## config.mk

```make
export PLATFORM = sky130hd
export DESIGN_NAME = instr_fetch_flat
export DESIGN_NICKNAME = d
export VERILOG_FILES = /design/src/rtl/instr_fetch_if.sv /design/src/rtl/instr_fetch.sv /design/src/flat_wrapper.sv
export SDC_FILE = /design/constraint.sdc
export NUM_CORES = 1
export LEC_CHECK = 0
export BUFFER_PORTS_ARGS = -buffer_cell sky130_fd_sc_hd__buf_4
export CELL_PAD_IN_SITES_DETAIL_PLACEMENT = 0
export CELL_PAD_IN_SITES_GLOBAL_PLACEMENT = 1
export CORE_AREA = 2 2 83 85
export CTS_CLUSTER_SIZE = 28
export DETAILED_ROUTE_END_ITERATION = 8
export DIE_AREA = 0 0 85 87
export MAX_ROUTING_LAYER = met4
export PLACE_DENSITY_LB_ADDON = 0.1
export SLEW_MARGIN = 25
export SYNTH_ARGS = -nofsm -noshare
export SYNTH_HDL_FRONTEND = slang
export SYNTH_SLANG_ARGS = --single-unit
```

## constraint.sdc

```tcl
create_clock -name clk -period 2.23 [get_ports clk]
set_input_delay 0.3345 -clock clk [delete_from_list [all_inputs] [get_ports clk]]
set_output_delay 0.3345 -clock clk [all_outputs]
set_load 0.01 [all_outputs]
```

## src/rtl/instr_fetch_if.sv

```systemverilog
// Fetch-stage bus bundle: instruction-memory read port plus the IR/decode handshake.
`timescale 1ns/1ps
interface instr_fetch_if;
   logic        imem_req;
   logic [15:0] imem_addr;
   logic        imem_ack;
   logic [15:0] imem_rdata;
   logic        ir_valid;
   logic [3:0]  opcode;
   logic [11:0] imm12;
   logic [15:0] ir_pc;
   logic        ir_accept;
   logic        redirect;
   logic [15:0] redirect_pc;
   logic        halted;

   modport master (
      output imem_req, imem_addr, ir_valid, opcode, imm12, ir_pc, halted,
      input  imem_ack, imem_rdata, ir_accept, redirect, redirect_pc
   );

   modport slave (
      input  imem_req, imem_addr, ir_valid, opcode, imm12, ir_pc, halted,
      output imem_ack, imem_rdata, ir_accept, redirect, redirect_pc
   );
endinterface

```

## src/rtl/instr_fetch.sv

```systemverilog
// Instruction fetch: PC-driven word reads latched into the IR; ack->ir_valid and accept/redirect->request one cycle later.
// Decode back-pressure holds IR and stops requests until ir_accept; redirect overrides everything; HALT_OP parks until redirect.
`timescale 1ns/1ps
module instr_fetch #(
   parameter logic [15:0] RESET_PC = 16'h0000,
   parameter logic [3:0]  HALT_OP  = 4'hF
) (
   input  logic          clk,
   input  logic          rst_n,
   instr_fetch_if.master bus
);

   typedef enum logic [1:0] {ST_BOOT, ST_FETCH, ST_HOLD, ST_HALT} state_t;

   state_t      r_state;
   logic [15:0] r_pc;
   logic [15:0] r_ir;
   logic [15:0] r_ir_pc;
   logic        r_req;
   logic        r_vld;
   logic        r_halted;

   always_ff @(posedge clk or negedge rst_n) begin
      if (!rst_n) begin
         r_state  <= ST_BOOT;
         r_pc     <= RESET_PC;
         r_ir     <= 16'h0000;
         r_ir_pc  <= 16'h0000;
         r_req    <= 1'b0;
         r_vld    <= 1'b0;
         r_halted <= 1'b0;
      end else if (bus.redirect) begin
         // Same-cycle ack data and accept are dropped on redirect.
         r_state  <= ST_FETCH;
         r_pc     <= bus.redirect_pc;
         r_req    <= 1'b1;
         r_vld    <= 1'b0;
         r_halted <= 1'b0;
      end else begin
         case (r_state)
            ST_BOOT: begin
               r_state <= ST_FETCH;
               r_req   <= 1'b1;
            end
            ST_FETCH: begin
               if (bus.imem_ack) begin
                  r_ir    <= bus.imem_rdata;
                  r_ir_pc <= r_pc;
                  r_pc    <= r_pc + 16'd1;
                  r_state <= ST_HOLD;
                  r_req   <= 1'b0;
                  r_vld   <= 1'b1;
               end
            end
            ST_HOLD: begin
               if (bus.ir_accept) begin
                  r_vld <= 1'b0;
                  if (r_ir[15:12] == HALT_OP) begin
                     r_state  <= ST_HALT;
                     r_halted <= 1'b1;
                  end else begin
                     r_state <= ST_FETCH;
                     r_req   <= 1'b1;
                  end
               end
            end
            ST_HALT: begin
               r_state <= ST_HALT;
            end
            default: begin
               r_state <= ST_BOOT;
            end
         endcase
      end
   end

   assign bus.imem_req  = r_req;
   assign bus.imem_addr = r_pc;
   assign bus.ir_valid  = r_vld;
   assign bus.opcode    = r_ir[15:12];
   assign bus.imm12     = r_ir[11:0];
   assign bus.ir_pc     = r_ir_pc;
   assign bus.halted    = r_halted;

endmodule

```

## src/flat_wrapper.sv

```systemverilog
// flat-port wrapper written by rule: the top's interface ports become plain ports
module instr_fetch_flat 
#(
   parameter logic [15:0] RESET_PC = 16'h0000,
   parameter logic [3:0]  HALT_OP  = 4'hF
)
  (clk, rst_n, bus_imem_req, bus_imem_addr, bus_ir_valid, bus_opcode, bus_imm12, bus_ir_pc, bus_halted, bus_imem_ack, bus_imem_rdata, bus_ir_accept, bus_redirect, bus_redirect_pc);
  instr_fetch_if bus_i ();
  input  logic clk;
  input  logic rst_n;
  output wire logic [$bits(bus_i.imem_req)-1:0] bus_imem_req;
  output wire logic [$bits(bus_i.imem_addr)-1:0] bus_imem_addr;
  output wire logic [$bits(bus_i.ir_valid)-1:0] bus_ir_valid;
  output wire logic [$bits(bus_i.opcode)-1:0] bus_opcode;
  output wire logic [$bits(bus_i.imm12)-1:0] bus_imm12;
  output wire logic [$bits(bus_i.ir_pc)-1:0] bus_ir_pc;
  output wire logic [$bits(bus_i.halted)-1:0] bus_halted;
  input wire logic [$bits(bus_i.imem_ack)-1:0] bus_imem_ack;
  input wire logic [$bits(bus_i.imem_rdata)-1:0] bus_imem_rdata;
  input wire logic [$bits(bus_i.ir_accept)-1:0] bus_ir_accept;
  input wire logic [$bits(bus_i.redirect)-1:0] bus_redirect;
  input wire logic [$bits(bus_i.redirect_pc)-1:0] bus_redirect_pc;
  assign bus_imem_req = bus_i.imem_req;
  assign bus_imem_addr = bus_i.imem_addr;
  assign bus_ir_valid = bus_i.ir_valid;
  assign bus_opcode = bus_i.opcode;
  assign bus_imm12 = bus_i.imm12;
  assign bus_ir_pc = bus_i.ir_pc;
  assign bus_halted = bus_i.halted;
  assign bus_i.imem_ack = bus_imem_ack;
  assign bus_i.imem_rdata = bus_imem_rdata;
  assign bus_i.ir_accept = bus_ir_accept;
  assign bus_i.redirect = bus_redirect;
  assign bus_i.redirect_pc = bus_redirect_pc;
  instr_fetch #(.RESET_PC(RESET_PC), .HALT_OP(HALT_OP)) u_core (.clk(clk), .rst_n(rst_n), .bus(bus_i));
endmodule
```

# Word-level counts from Yosys, hierarchy flattened
# Index checks and enable logic that the tools add are counted.
[totals]
output_inout_bits = 51
inputBits = 37
regBits = 53
[op_classes]
n_reduce_logical = 14
eq_ne = 7
addsub = 1
bitwise = 1
mux = 21
[ops]
columns = ["cell", "n"]
rows = [
  ["16-bit 2-to-1 mux", 3],
  ["16-bit by 1-bit adder with 16-bit output, second input constant", 1],
  ["1-bit 2-to-1 mux", 11],
  ["2-bit nonzero test", 5],
  ["3-bit inequality test, second input constant", 3],
  ["3-bit AND reduction", 3],
  ["2-bit 2-to-1 mux", 4],
  ["2-bit one-hot mux with 4 select lines", 1],
  ["2-bit == test, second input constant", 2],
  ["4-bit == test, second input constant", 1],
  ["2-bit AND reduction", 2],
  ["4-bit AND reduction", 1],
  ["4-bit nonzero test", 1],
  ["1-bit one-hot mux with 3 select lines", 1],
  ["3-bit nonzero test", 1],
  ["2-bit by 1-bit == test with 1-bit output, second input constant", 1],
  ["2-bit logical NOT", 1],
  ["1-bit one-hot mux with 2 select lines", 1],
  ["1-bit NOT", 1],
]

# Depth between registers and ports, before layout
[depth]
depth_word = 5
mapped_depth = 5
depth_no_buf = 5

# Worst setup path before layout
# Ideal clock, no wire load.
[synth_timing]
path_kind = "register -> register"
start = "reg u_core.r_pc[0], in the netlist u_core.bus.imem_addr[0]"
end = "reg u_core.r_pc[12], in the netlist u_core.bus.imem_addr[12]"
setup_ps = 82
path_stages_with_launch = 6
setup_slack_ps = 509
path_buffers = 0
t_required_ps = 2148
arrival_ps = 1639
path_cell_list = "dfrtp_1 -> ha_1 -> nand3_1 -> or2_1 -> or4_1 -> a31oi_1"
[synth_between]
elab_chain_len = 4
[synth_lines]
columns = ["element", "line_no", "text"]
rows = [
  ["start, declared", "instr_fetch.sv:16", "logic [15:0] r_pc;"],
  ["start signal, assigned", "instr_fetch.sv:35", "r_pc <= bus.redirect_pc;"],
  ["start signal, assigned", "instr_fetch.sv:49", "r_pc <= r_pc + 16'd1;"],
  ["16-bit by 1-bit adder with 16-bit output", "instr_fetch.sv:49", ""],
  ["16-bit 2-to-1 mux", "instr_fetch.sv:46", "if (bus.imem_ack) begin"],
  ["16-bit 2-to-1 mux", "instr_fetch.sv:40", "case (r_state)"],
  ["16-bit 2-to-1 mux", "instr_fetch.sv:32", "end else if (bus.redirect) begin"],
]
# Every way passes these cells. The select of a mux whose other input is x is not followed.
# A chain may end at the register's enable or synchronous reset.

# Final worst setup path
# Same ends and word-level chain as after synthesis.

==> Implementation_results.wiki <==
{| class="wikitable"
! Metric !! Value
|-
| Status || finished clean
|-
| Count of final max-slew check failures || 0
|-
| Synth-to-layout area growth || 35.4%
|-
| Sw frac || 0.291
|-
| Antenna diode count || 0
|-
| Count of nets after finishing || 320
|-
| Min Tclk post-route || 1830 ps
|-
| Weighted congestion at the end of routability-driven global placement || 0.752
|-
| Max IR drop VDD || 0.303 mV
|-
| Flop pwr share || 0.507
|-
| Power Internal || 1.80 mW
|-
| Area of the core || 6570 um2
|-
| Area enclosed by the die boundary || 7400 um2
|-
| Routed via count divided by cell count || 5.01
|-
| Static leakage || 1.42 nW
|-
| Horizontal die dimension || 85 um
|-
| Critical Path, Cell by Cell || ha_1 -> nand3_1 -> or2_1 -> or4_1 -> a31oi_1
|-
| Count of placed standard cells including taps || 355
|-
| Routed length on met1 || 2.57 mm
|-
| Switching Power || 740 uW
|-
| Post-synth EDFFs || 0
|-
| CTS root buffer || clkbuf_8
|-
| Highest attainable clock frequency || 547 MHz
|-
| Required time worst endpoint || 2460 ps
|-
| Number of max-cap violations || 0
|-
| Final count of hold timing violations || 0
|-
| Transition time of the tightest slew-check pin || 685 ps
|-
| Clock tree from TritonCTS || built
|-
| FF-to-FF setup slack || 400 ps
|-
| # IOs || 88
|-
| Post-layout utilization of the core || 0.481
|-
| Hold buffers post-CTS || 0
|-
| Maximum number of pins on one net before global-route repair || 54
|-
| Setup repair after global routing missed its margin || no
|-
| Setup_tns || 0 ps
|-
| Dominant cells by area after synthesis || dfrtp_1 (57%), mux2_2 (15%), o21ai_0 (3.4%), xnor2_1 (3.0%), nand2_1 (2.6%)
|-
| Ys flop type || dfrtp_1
|-
| Max FO, Critical Path || 6
|-
| Worst-Skew Late Latency || 300 ps
|-
| Worst path max stage delay || 470 ps
|-
| Total met2 wirelength after detailed routing || 2.35 mm
|-
| Clock tree skew after final layout || 5.83 ps
|-
| Class of the tightest hold or removal check || input pin to async pin
|-
| Worst slack, placed || 410 ps
|-
| Largest area contributor in the netlist || dfrtp_1
|-
| Placement Cell Area || 3080 um2
|-
| Starting Density || 0.355
|-
| Tot Pwr || 2.54 mW
|-
| Total setup violations reported at the end of the flow || 0
|-
| Largest buffer count on any clock path || 2
|-
| Resize count post-CTS || 0
|-
| Remaining Overflow, GRT || 0
|-
| Post-route clock period utilization || 0.820
|-
| H-tree Lvls || 2
|-
| Clock net sink count || 53
|-
| Top delay family on crit path || simple AND/OR/NAND/NOR gates
|-
| Mapped Nets || 234
|-
| DRT Pass-1 Iters || 4
|-
| Count of buffer and inverter cells on the critical path || 0
|-
| Portion of synthesized cell area occupied by the leading cell type || 0.568
|-
| Ratio of cells with drive above 1 in the final layout || 0.463
|-
| Fin cells || 363
|-
| Fraction of power consumed by combinational cells || 0.286
|-
| Gate count after technology mapping || 196
|-
| Final Instance Area || 3160 um2
|-
| DRC errors left || 0
|-
| Post-CTS setup-driven buffer insertion count || 0
|-
| Number of nets with antenna violations after routing || 0
|-
| Remaining max-slew budget at the tightest pin || 0.543
|-
| Number of antenna violations at the first check in global routing || 0
|-
| Die Y || 87 um
|-
| Library cells used by synthesis || 38
|-
| Detailed Route WL || 5.30 mm
|-
| Cell with the largest stage delay on the worst path || or4_1
|-
| Vias in the first global route || 1729
|-
| Share of async-settable or async-resettable flops after synthesis || 1.00
|-
| Average wire length per cell after detail routing || 14.6 um
|-
| Wire length of the first global-routing pass || 8.72 mm
|-
| Highest signal layer in the routed design || met4
|-
| Clock transition at the registers of the reported paths || 90 ps
|-
| Worst setup EP type || register
|-
| Final Worst Setup Slack || 401 ps
|-
| CP arrival || 2050 ps
|-
| Detailed Route Iter0 Violations || 97
|-
| Power per cell area || 803 nW/um2
|-
| Length of routed met3 wiring || 335 um
|-
| Via count || 1820
|-
| Std cell rows || 30
|-
| Sequential element share of the synthesized area || 0.568
|-
| Syn_area_per_cell || 11.9 um2
|-
| Kind of start point of the critical path || register
|-
| Yosys Warn Count || 0
|-
| Final hold slack || 67.8 ps
|-
| Post-synthesis sequential element count || 53
|-
| Total CTS buffers || 5
|-
| # port buffers || 87
|-
| Worst setup path class || register to register
|-
| Power share of the clock group || 0.206
|-
| Half-perimeter wire length of the detailed placement result || 3.64 mm
|-
| Global-route total usage across every layer || 0.152
|-
| Post-synthesis instance area || 2330 um2
|}
## routing by layer
metal	global-route usage	vias up
met2	0.215	55
met5	-	-
met3	0.0360	4
met1	0.217	887
li1	-	874
met4	0.0433	0
## synthesized netlist by cell type, types with 2 or more instances
master / instances
a31oi_1: 4
buf_2: 3
clkbuf_1: 5
clkbuf_2: 2
dfrtp_1: 53
inv_1: 5
mux2_2: 32
nand2_1: 16
nand3_1: 3
nand4_1: 5
nor2_1: 7
nor2b_1: 2
nor3_1: 5
nor4_1: 4
o21ai_0: 16
or3_1: 3
xnor2_1: 8
xor2_1: 3
## worst register-to-register path, delay by kind of cell, from the launching register on
kind                     cells  cell delay [ps]
flip-flops                   1              450
AND/OR/NAND/NOR              3              900
adder cells (fa/ha/maj)      1              240
AO/OA/AOI/OAI                1              160
## path summary, 6_finish.rpt
check | from | end | cells past startpoint
setup / recovery | u_core.bus.imem_addr[0] | u_core.bus.imem_addr[12] | 5
setup reg to reg | u_core.bus.imem_addr[0] | u_core.bus.imem_addr[12] | 5
min in group clk | bus_redirect_pc[4] | u_core.bus.imem_addr[4] | 3
hold / removal | rst_n | u_core.bus.ir_pc[6] | 1
max in group asynchronous | rst_n | u_core.bus.imem_addr[0] | 1
hold reg to reg | u_core.bus.ir_pc[8] | u_core.bus.ir_pc[8] | 1
## cell type report
cell class	count	area, um2
sequential	53	1330
fill	643	3410
tap	80	100
multi-input combinational	127	950
timing repair buffer	89	681
clock buffer	6	72.6
inverter	6	22.5
clock inverter	2	10.0
## cells in the final DEF, fill, tap and decap left out, types with 4 or more instances in the layout
master     n
clkbuf_8   5
inv_1      5
dfrtp_1   53
mux2_2    32
o21ai_0   16
nor3_1     5
xnor2_1    8
buf_4     88
nand2_1   16
nand4_1    5
nor4_1     4
nor2_1     6
a31oi_1    4
## kinds of logic (layout without fill, tap and decap cells)
family,Yosys count,count (layout),synth area share
AO/OA/AOI/OAI,25,25,0.0606
buffers and inverters,16,103,0.0284
flip-flops,53,53,0.568
AND/OR/NAND/NOR,57,57,0.138
XOR/XNOR,11,11,0.0413
adder cells (fa/ha/maj),1,1,0.00536
multiplexers,33,33,0.159
## sequential cells by signal, indices dropped and copies added, names as in the netlist
name and flops:
u_core.bus.halted 1, u_core.bus.imem_addr 16, u_core.bus.imem_req 1, u_core.bus.ir_pc 16
u_core.bus.ir_valid 1, u_core.r_ir 16, u_core.r_state 2
## power groups by stage
stage / logic, mW / clock network [mW] / registers, mW
floorplan: 0.250 / 0 / 1.37
global placement: 0.736 / 0 / 1.31
detailed placement: 0.740 / 0 / 1.31
CTS: 0.741 / 0.558 / 1.29
global route: 0.790 / 0.596 / 1.32
finish: 0.727 / 0.524 / 1.29
Note: power is estimated with default switching activity, not from simulation.
